**src/rtl/scan_seq_pkg.sv**
```systemverilog
// Shared definitions for the scan chain sequencer.
//   seq_state_t  : sequencer state encoding
//   MODE_*       : bit positions inside the 3-bit command mode
//   ceil_div     : integer ceiling division (bytes needed for a chain)
//   first_phase  : first enabled phase for a mode, in LOAD, RUN, DUMP order
package scan_seq_pkg;

    typedef enum logic [2:0] {
        IDLE = 3'd0,
        LOAD = 3'd1,
        RUN  = 3'd2,
        DUMP = 3'd3,
        DONE = 3'd4
    } seq_state_t;

    localparam int MODE_LOAD = 0;
    localparam int MODE_RUN  = 1;
    localparam int MODE_DUMP = 2;

    function automatic int ceil_div(input int num, input int den);
        return (num + den - 1) / den;
    endfunction

    // Callers clear the bits of phases already done, so the same helper
    // picks the phase after LOAD or after RUN as well.
    function automatic seq_state_t first_phase(input logic [2:0] m);
        if (m[MODE_LOAD]) return LOAD;
        else if (m[MODE_RUN]) return RUN;
        else if (m[MODE_DUMP]) return DUMP;
        else return DONE;
    endfunction

endpackage

```
**src/rtl/scan_byte_shifter.sv**
```systemverilog
// 8-bit parallel/serial byte buffer with a bit counter.
//   i_clear               : empty the buffer (data and count to 0)
//   i_load/i_load_data/
//   i_load_cnt            : parallel load with the number of valid bits
//   i_shift_out           : drop bit 0 (serialiser), count - 1
//   i_shift_in/i_bit      : place i_bit at position count (deserialiser), count + 1
//   o_data                : buffer contents
//   o_bit                 : current serial output bit (bit 0)
//   o_empty / o_full      : count == 0 / count == 8
// Priority: clear > load > shift_out > shift_in.
module scan_byte_shifter (
    input  logic       clk,
    input  logic       rst,
    input  logic       i_clear,
    input  logic       i_load,
    input  logic [7:0] i_load_data,
    input  logic [3:0] i_load_cnt,
    input  logic       i_shift_out,
    input  logic       i_shift_in,
    input  logic       i_bit,
    output logic [7:0] o_data,
    output logic       o_bit,
    output logic       o_empty,
    output logic       o_full
);

    logic [7:0] r_buf;
    logic [3:0] r_cnt;

    always_ff @(posedge clk or negedge rst) begin
        if (!rst) begin
            r_buf <= '0;
            r_cnt <= '0;
        end else if (i_clear) begin
            r_buf <= '0;
            r_cnt <= '0;
        end else if (i_load) begin
            r_buf <= i_load_data;
            r_cnt <= i_load_cnt;
        end else if (i_shift_out) begin
            r_buf <= {1'b0, r_buf[7:1]};
            r_cnt <= r_cnt - 4'd1;
        end else if (i_shift_in) begin
            r_buf[r_cnt[2:0]] <= i_bit;
            r_cnt             <= r_cnt + 4'd1;
        end
    end

    assign o_data  = r_buf;
    assign o_bit   = r_buf[0];
    assign o_empty = (r_cnt == 4'd0);
    assign o_full  = (r_cnt == 4'd8);

endmodule

```
**src/rtl/scan_chain_sequencer.sv**
```systemverilog
// Host-side sequencer that loads, runs and dumps the accumulator core
// through its scan chain and proc_en/halt pins.
//   clk, rst (async, active low)
//   start/mode        : command strobe, mode [0] load [1] run [2] dump
//   busy/done         : command in progress / one-cycle completion pulse
//   timed_out         : last run ended by the watchdog
//   in_data/in_valid/in_ready    : load byte stream, chain bits LSB first
//   out_data/out_valid/out_ready : dump byte stream, chain bits LSB first
//   core_*            : scan and run control towards the core
// Build option: define RUN_TIMEOUT_EN to add the run watchdog
// (MAX_RUN_CYCLES, counter width TMR_W); otherwise timed_out is tied 0.
//
// state | meaning
// IDLE  | waiting for start
// LOAD  | take host bytes, shift CHAIN_LEN bits into the chain
// RUN   | proc_en high until halt (or watchdog)
// DUMP  | recirculate CHAIN_LEN bits, stream them to the host
// DONE  | one-cycle done pulse
module scan_chain_sequencer
    import scan_seq_pkg::*;
#(
    parameter int CHAIN_LEN      = 280,
    parameter int MAX_RUN_CYCLES = 65535,
    parameter int TMR_W          = 16
) (
    input  logic       clk,
    input  logic       rst,
    input  logic       start,
    input  logic [2:0] mode,
    output logic       busy,
    output logic       done,
    output logic       timed_out,
    input  logic [7:0] in_data,
    input  logic       in_valid,
    output logic       in_ready,
    output logic [7:0] out_data,
    output logic       out_valid,
    input  logic       out_ready,
    output logic       core_scan_enable,
    output logic       core_scan_in,
    input  logic       core_scan_out,
    output logic       core_proc_en,
    input  logic       core_halt
);

    localparam int BL_W = $clog2(CHAIN_LEN + 1);

    seq_state_t      r_state, w_next_state;
    logic [2:0]      r_mode;
    logic [BL_W-1:0] r_bits_left;

    logic       w_ld_bit, w_ld_empty, w_ld_unused_full;
    logic [7:0] w_ld_unused_data;
    logic [7:0] w_dm_data;
    logic       w_dm_empty, w_dm_full, w_dm_unused_bit;

    wire w_start_acc = (r_state == IDLE) && start;
    wire w_bits_zero = (r_bits_left == '0);
    wire w_entering  = (w_next_state != r_state) &&
                       ((w_next_state == LOAD) || (w_next_state == DUMP));

    wire w_ld_take  = (r_state == LOAD) && w_ld_empty && !w_bits_zero && in_valid;
    wire w_ld_shift = (r_state == LOAD) && !w_ld_empty;
    // Final load byte only carries the remaining bits; the rest are dropped.
    wire [3:0] w_ld_cnt = (r_bits_left > BL_W'(7)) ? 4'd8 : 4'(r_bits_left);

    // A dump byte is ready when full, or when the chain is exhausted mid-byte.
    wire w_dm_ready = w_dm_full || (w_bits_zero && !w_dm_empty);
    wire w_dm_shift = (r_state == DUMP) && !w_dm_ready && !w_bits_zero;
    wire w_dm_take  = (r_state == DUMP) && w_dm_ready && out_ready;

    scan_byte_shifter u_load_buf (
        .clk         (clk),
        .rst         (rst),
        .i_clear     (1'b0),
        .i_load      (w_ld_take),
        .i_load_data (in_data),
        .i_load_cnt  (w_ld_cnt),
        .i_shift_out (w_ld_shift),
        .i_shift_in  (1'b0),
        .i_bit       (1'b0),
        .o_data      (w_ld_unused_data),
        .o_bit       (w_ld_bit),
        .o_empty     (w_ld_empty),
        .o_full      (w_ld_unused_full)
    );

    scan_byte_shifter u_dump_buf (
        .clk         (clk),
        .rst         (rst),
        .i_clear     (w_dm_take || (w_entering && (w_next_state == DUMP))),
        .i_load      (1'b0),
        .i_load_data (8'h00),
        .i_load_cnt  (4'd0),
        .i_shift_out (1'b0),
        .i_shift_in  (w_dm_shift),
        .i_bit       (core_scan_out),
        .o_data      (w_dm_data),
        .o_bit       (w_dm_unused_bit),
        .o_empty     (w_dm_empty),
        .o_full      (w_dm_full)
    );

`ifdef RUN_TIMEOUT_EN
    logic [TMR_W-1:0] r_run_cnt;
    logic             r_timed_out;
    wire w_run_tmo = (r_state == RUN) && (r_run_cnt == TMR_W'(MAX_RUN_CYCLES - 1));

    always_ff @(posedge clk or negedge rst) begin
        if (!rst) begin
            r_run_cnt   <= '0;
            r_timed_out <= 1'b0;
        end else begin
            r_run_cnt <= (r_state == RUN) ? r_run_cnt + 1'b1 : '0;
            if (w_start_acc)
                r_timed_out <= 1'b0;
            else if (w_run_tmo && !core_halt)
                r_timed_out <= 1'b1;
        end
    end

    assign timed_out = r_timed_out;
`else
    wire w_run_tmo = 1'b0;
    wire [TMR_W-1:0] w_unused_run_limit = TMR_W'(MAX_RUN_CYCLES);
    assign timed_out = 1'b0;
`endif

    always_ff @(posedge clk or negedge rst) begin
        if (!rst) begin
            r_state     <= IDLE;
            r_mode      <= '0;
            r_bits_left <= '0;
        end else begin
            r_state <= w_next_state;
            if (w_start_acc)
                r_mode <= mode;
            if (w_entering)
                r_bits_left <= BL_W'(CHAIN_LEN);
            else if (w_ld_shift || w_dm_shift)
                r_bits_left <= r_bits_left - 1'b1;
        end
    end

    always_comb begin
        w_next_state = r_state;
        case (r_state)
            IDLE: if (start) w_next_state = first_phase(mode);
            LOAD: if (w_ld_shift && (r_bits_left == BL_W'(1)))
                      w_next_state = first_phase({r_mode[MODE_DUMP], r_mode[MODE_RUN], 1'b0});
            RUN:  if (core_halt || w_run_tmo)
                      w_next_state = first_phase({r_mode[MODE_DUMP], 2'b00});
            DUMP: if (w_dm_take && w_bits_zero) w_next_state = DONE;
            DONE: w_next_state = IDLE;
            default: w_next_state = IDLE;
        endcase
    end

    // proc_en only exists in RUN and scan_enable only in LOAD/DUMP, so the
    // two can never be high together.
    always_comb begin
        busy             = 1'b0;
        done             = 1'b0;
        in_ready         = 1'b0;
        out_valid        = 1'b0;
        core_scan_enable = 1'b0;
        core_scan_in     = 1'b0;
        core_proc_en     = 1'b0;
        case (r_state)
            LOAD: begin
                busy             = 1'b1;
                in_ready         = w_ld_empty && !w_bits_zero;
                core_scan_enable = w_ld_shift;
                core_scan_in     = w_ld_shift && w_ld_bit;
            end
            RUN: begin
                busy         = 1'b1;
                core_proc_en = 1'b1;
            end
            DUMP: begin
                busy             = 1'b1;
                out_valid        = w_dm_ready;
                core_scan_enable = w_dm_shift;
                core_scan_in     = w_dm_shift && core_scan_out;
            end
            DONE: done = 1'b1;
            default: ;
        endcase
    end

    assign out_data = w_dm_data;

endmodule

```
**config.mk**
```make
export PLATFORM = sky130hd
export DESIGN_NAME = scan_chain_sequencer
export DESIGN_NICKNAME = d
export VERILOG_FILES = /design/src/rtl/scan_seq_pkg.sv /design/src/rtl/scan_byte_shifter.sv /design/src/rtl/scan_chain_sequencer.sv
export SDC_FILE = /design/constraint.sdc
export NUM_CORES = 1
export LEC_CHECK = 0
export ABC_AREA = 1
export CAP_MARGIN = 20
export CORE_MARGIN = 5
export CORE_UTILIZATION = 45
export CTS_BUF_LIST = sky130_fd_sc_hd__clkbuf_8
export CTS_CLUSTER_DIAMETER = 80
export DETAILED_ROUTE_END_ITERATION = 7
export GPL_ROUTABILITY_DRIVEN = 0
export HOLD_SLACK_MARGIN = 0.02
export PLACE_DENSITY = 0.68
export RECOVER_POWER = 50
export SETUP_SLACK_MARGIN = 0.02
export SYNTH_ARGS = -nofsm -noshare
export SYNTH_HDL_FRONTEND = slang
export SYNTH_SLANG_ARGS = --single-unit
```
**constraint.sdc**
```tcl
create_clock -name clk -period 2.34 [get_ports clk]
set_clock_uncertainty 0.05 [all_clocks]
set_input_delay 0.468 -clock clk [delete_from_list [all_inputs] [get_ports clk]]
set_output_delay 0.468 -clock clk [all_outputs]
set_load 0.05 [all_outputs]
```
==> results by group <==
Route
  • First drt pass iteration count: 4
  • Wire per inst: 11.7 um
  • Via density per instance: 4.87
  • Routed via count: 2094
  • ANT nets after route: 0
  • Final WL: 5050 um
  • Remaining DRCs: 0
  • DRT iter0 DRCs: 89

Timing
  • Fin. max-slew vios: 0
  • Final worst path period share: 95.5%
  • RSZ-0062 raised after global routing: yes
  • Final hold viol count: 0
  • TNS Setup: 0 ps
  • Minimum clock period: 2230 ps
  • Achievable Freq: 448 MHz
  • Headroom to the max-slew limit: 3.21%
  • Final setup violating endpoints: 0
  • Worst slew pin tran: 1450 ps

GRT
  • First-pass GRT wire length: 9080 um
  • Largest net degree at the start of global routing: 28
  • Total track usage: 17.2%
  • Gr ovfl total: 0
  • Number of global-route vias before repair: 2099
  • Initial antenna violation count: 0

Power and ir drop
  • Peak supply drop: 0.588 mV
  • Pwr/cell area: 1450 nW/um^2
  • PnR Total Power: 4.38 mW
  • LEAKAGE: 1.41 nW

Placement
  • Post-DP HPWL: 3750 um
  • Input/output buffers: 32

Critical path
  • WP data required: 1820 ps
  • Critical Path End Type: output pin
  • Critical Path Fanout Max: 4
  • Slowest CP cell: dfrtp_1
  • CP max stage delay: 390 ps
  • Cell repeated most along the worst path: inv_2
  • CP arrival: 1720 ps
  • Setup CP Type: register to output pin
  • Critical-path cell list: inv_2 > ha_4 > inv_1 > nor2_1 > nand2_1 > nor2_4 > inv_2 > nand3_4 > nor2_2 > inv_2 > o21ai_2 > buf_12
  • Startpoint types: register

Clock tree
  • Clock Sinks: 38
  • Worst-path clk slew: 80 ps
  • CTS tree: done
  • Root Driver: clkbuf_8
  • Clk buf depth: 2
  • Post-CTS Hold Buffers: 0
  • Worst skew pair latency: 300 ps
  • Htree depth: 2
  • Num CTS Buffers: 5

Floorplanning
  • Ports: 34
  • Die W: 82.4 um
  • Core Region: 5110 sq um
  • Die area: 6780 sq um
  • Rows: 26
  • Starting Density: 46.1%
  • Die height: 82.4 um

Synth
  • Synth Flop Type: dfrtp_1
  • Seq/Total Area, Yosys: 40.4%
  • Post-Syn Instances: 305
  • Synthesized Nets: 330
  • Synth warn: 0
  • Number of synthesized flops with an enable pin: 0
  • Cell variety after synth: 38
  • Mapped Area: 2360 sq um
  • Avg Inst Size Synth: 7.72 sq um
  • Async set or reset register ratio after synthesis: 100%
  • FF+latch count, synth: 38

Finish
  • Filler cells: 478
  • Most common cell after layout, fill and taps aside: nand2_1
  • Final nets: 384
  • Diodes inserted: 0
  • P&R area growth vs syn: 28.2%
  • Seq. cell area: 951 sq um
  • Footprint of the multi-input gates: 1190 sq um
  • Commonest cells after routing, fill and taps aside: 56 x nand2_1, 46 x inv_1, 38 x dfrtp_1, 29 x o21ai_0, 27 x nor2_1
  • Layout cells sized above 1: 19.7%

Outcome
  • Status: finished, final reports clean

Worst hold path
  • HP Class: primary input to asynchronous set/reset pin

Flow run
  • Max Cap Viol: 0
==> Yosys cell counts (2+ instances only) <==
master | n | area [sq um]
a21oi_1 | 4 | 20.0
nor2_2 | 11 | 68.8
dfrtp_1 | 38 | 951
o21ai_1 | 4 | 20.0
nand2_2 | 5 | 31.3
o31ai_1 | 3 | 22.5
nand3_1 | 19 | 95.1
nor3_1 | 8 | 40.0
nand2_1 | 55 | 206
ha_1 | 7 | 87.6
nand3_2 | 2 | 20.0
buf_4 | 2 | 15.0
nor2_4 | 2 | 22.5
nor2_1 | 29 | 109
nand2_4 | 2 | 22.5
o21ai_0 | 30 | 150
buf_2 | 2 | 10.0
inv_2 | 2 | 7.51
buf_6 | 2 | 22.5
inv_1 | 51 | 191
o221ai_1 | 2 | 17.5
xnor2_1 | 5 | 43.8
xor2_1 | 5 | 43.8
==> where the power goes <==
group,switching (mW),total (mW),internal [mW]
Clock,0.249,0.487,0.237
Combinational,1.69,2.73,1.04
Sequential,0.221,1.17,0.950
==> area by class of cell <==
type,count,area share (%)
Clock buffer,6,2.73
Clock inverter,2,0.414
Inverter,53,6.59
Multi-Input combinational cell,208,39.6
Sequential cell,38,31.5
Tap cell,70,2.90
Timing Repair Buffer,53,16.3
==> sequential cells by signal, indices dropped and copies added, names as in the netlist <==
name / flops
u_load_buf.r_cnt: 4
u_dump_buf.o_data: 8
r_mode: 2
r_bits_left: 9
u_load_buf.o_data: 8
r_state: 3
u_dump_buf.r_cnt: 4
==> critical path, delay by kind of cell, from the launching register on <==
kind	cells	cell delay [ps]
simple gates	5	460
flops	1	390
buf+inv	5	380
fa+ha+maj	1	120
compound gates	1	60
==> worst paths after layout <==
| kind | from | to | slack [ps] | cells past startpoint |
|---|---|---|---|---|
| max reg2reg | r_bits_left[1] | u_dump_buf.o_data[7] | 220 | 14 |
| min | rst | r_mode[2] | 450 | 1 |
| max in group asynchronous | rst | r_bits_left[2] | 810 | 2 |
| min in group clk | u_load_buf.o_data[1] | u_load_buf.o_data[1] | 460 | 2 |
| min reg2reg | u_load_buf.o_data[1] | u_load_buf.o_data[1] | 460 | 2 |
| max | r_bits_left[1] | core_scan_in | 110 | 12 |
==> logic make-up (layout without fill, tap and decap cells) <==
kind of cell	after synthesis	after routing	synth area share (%)
AND/OR/NAND/NOR	137	137	27.8
buffers and inverters	59	114	10.5
AO/OA/AOI/OAI	53	53	13.8
flip-flops	38	38	40.4
XOR/XNOR	10	10	3.72
adder cells (fa/ha/maj)	7	7	3.72
other	1	1	0.159
==> what timing repair did <==
action / CTS / global route
resized for setup: 3 / 8
setup endpoints to repair: 3 / 15
buffers inserted: 6 / 4
pin swaps: 1 / 2
==> per-layer routing <==
layer / GRT usage [%] / part of all wire [%]
met3: 3.25 / 4.7
met2: 29.4 / 49
met4: 6.15 / 1.3
met1: 21.6 / 45
met5: 0 / 0
==> per-stage QoR <==
step	hold WS (ps)	util, %	std cells	area (sq um)	setup WS [ps]
2_1_floorplan	122	-	305	2370	144
3_3_place_gp	421	55.6	412	2840	169
3_5_place_dp	423	55.6	412	2840	126
4_1_cts	149	58.5	426	2990	24.5
5_1_grt	479	59.1	430	3020	-35.1
6_report	448	59.1	430	3020	106
Note: power is estimated with default switching activity, not from simulation.
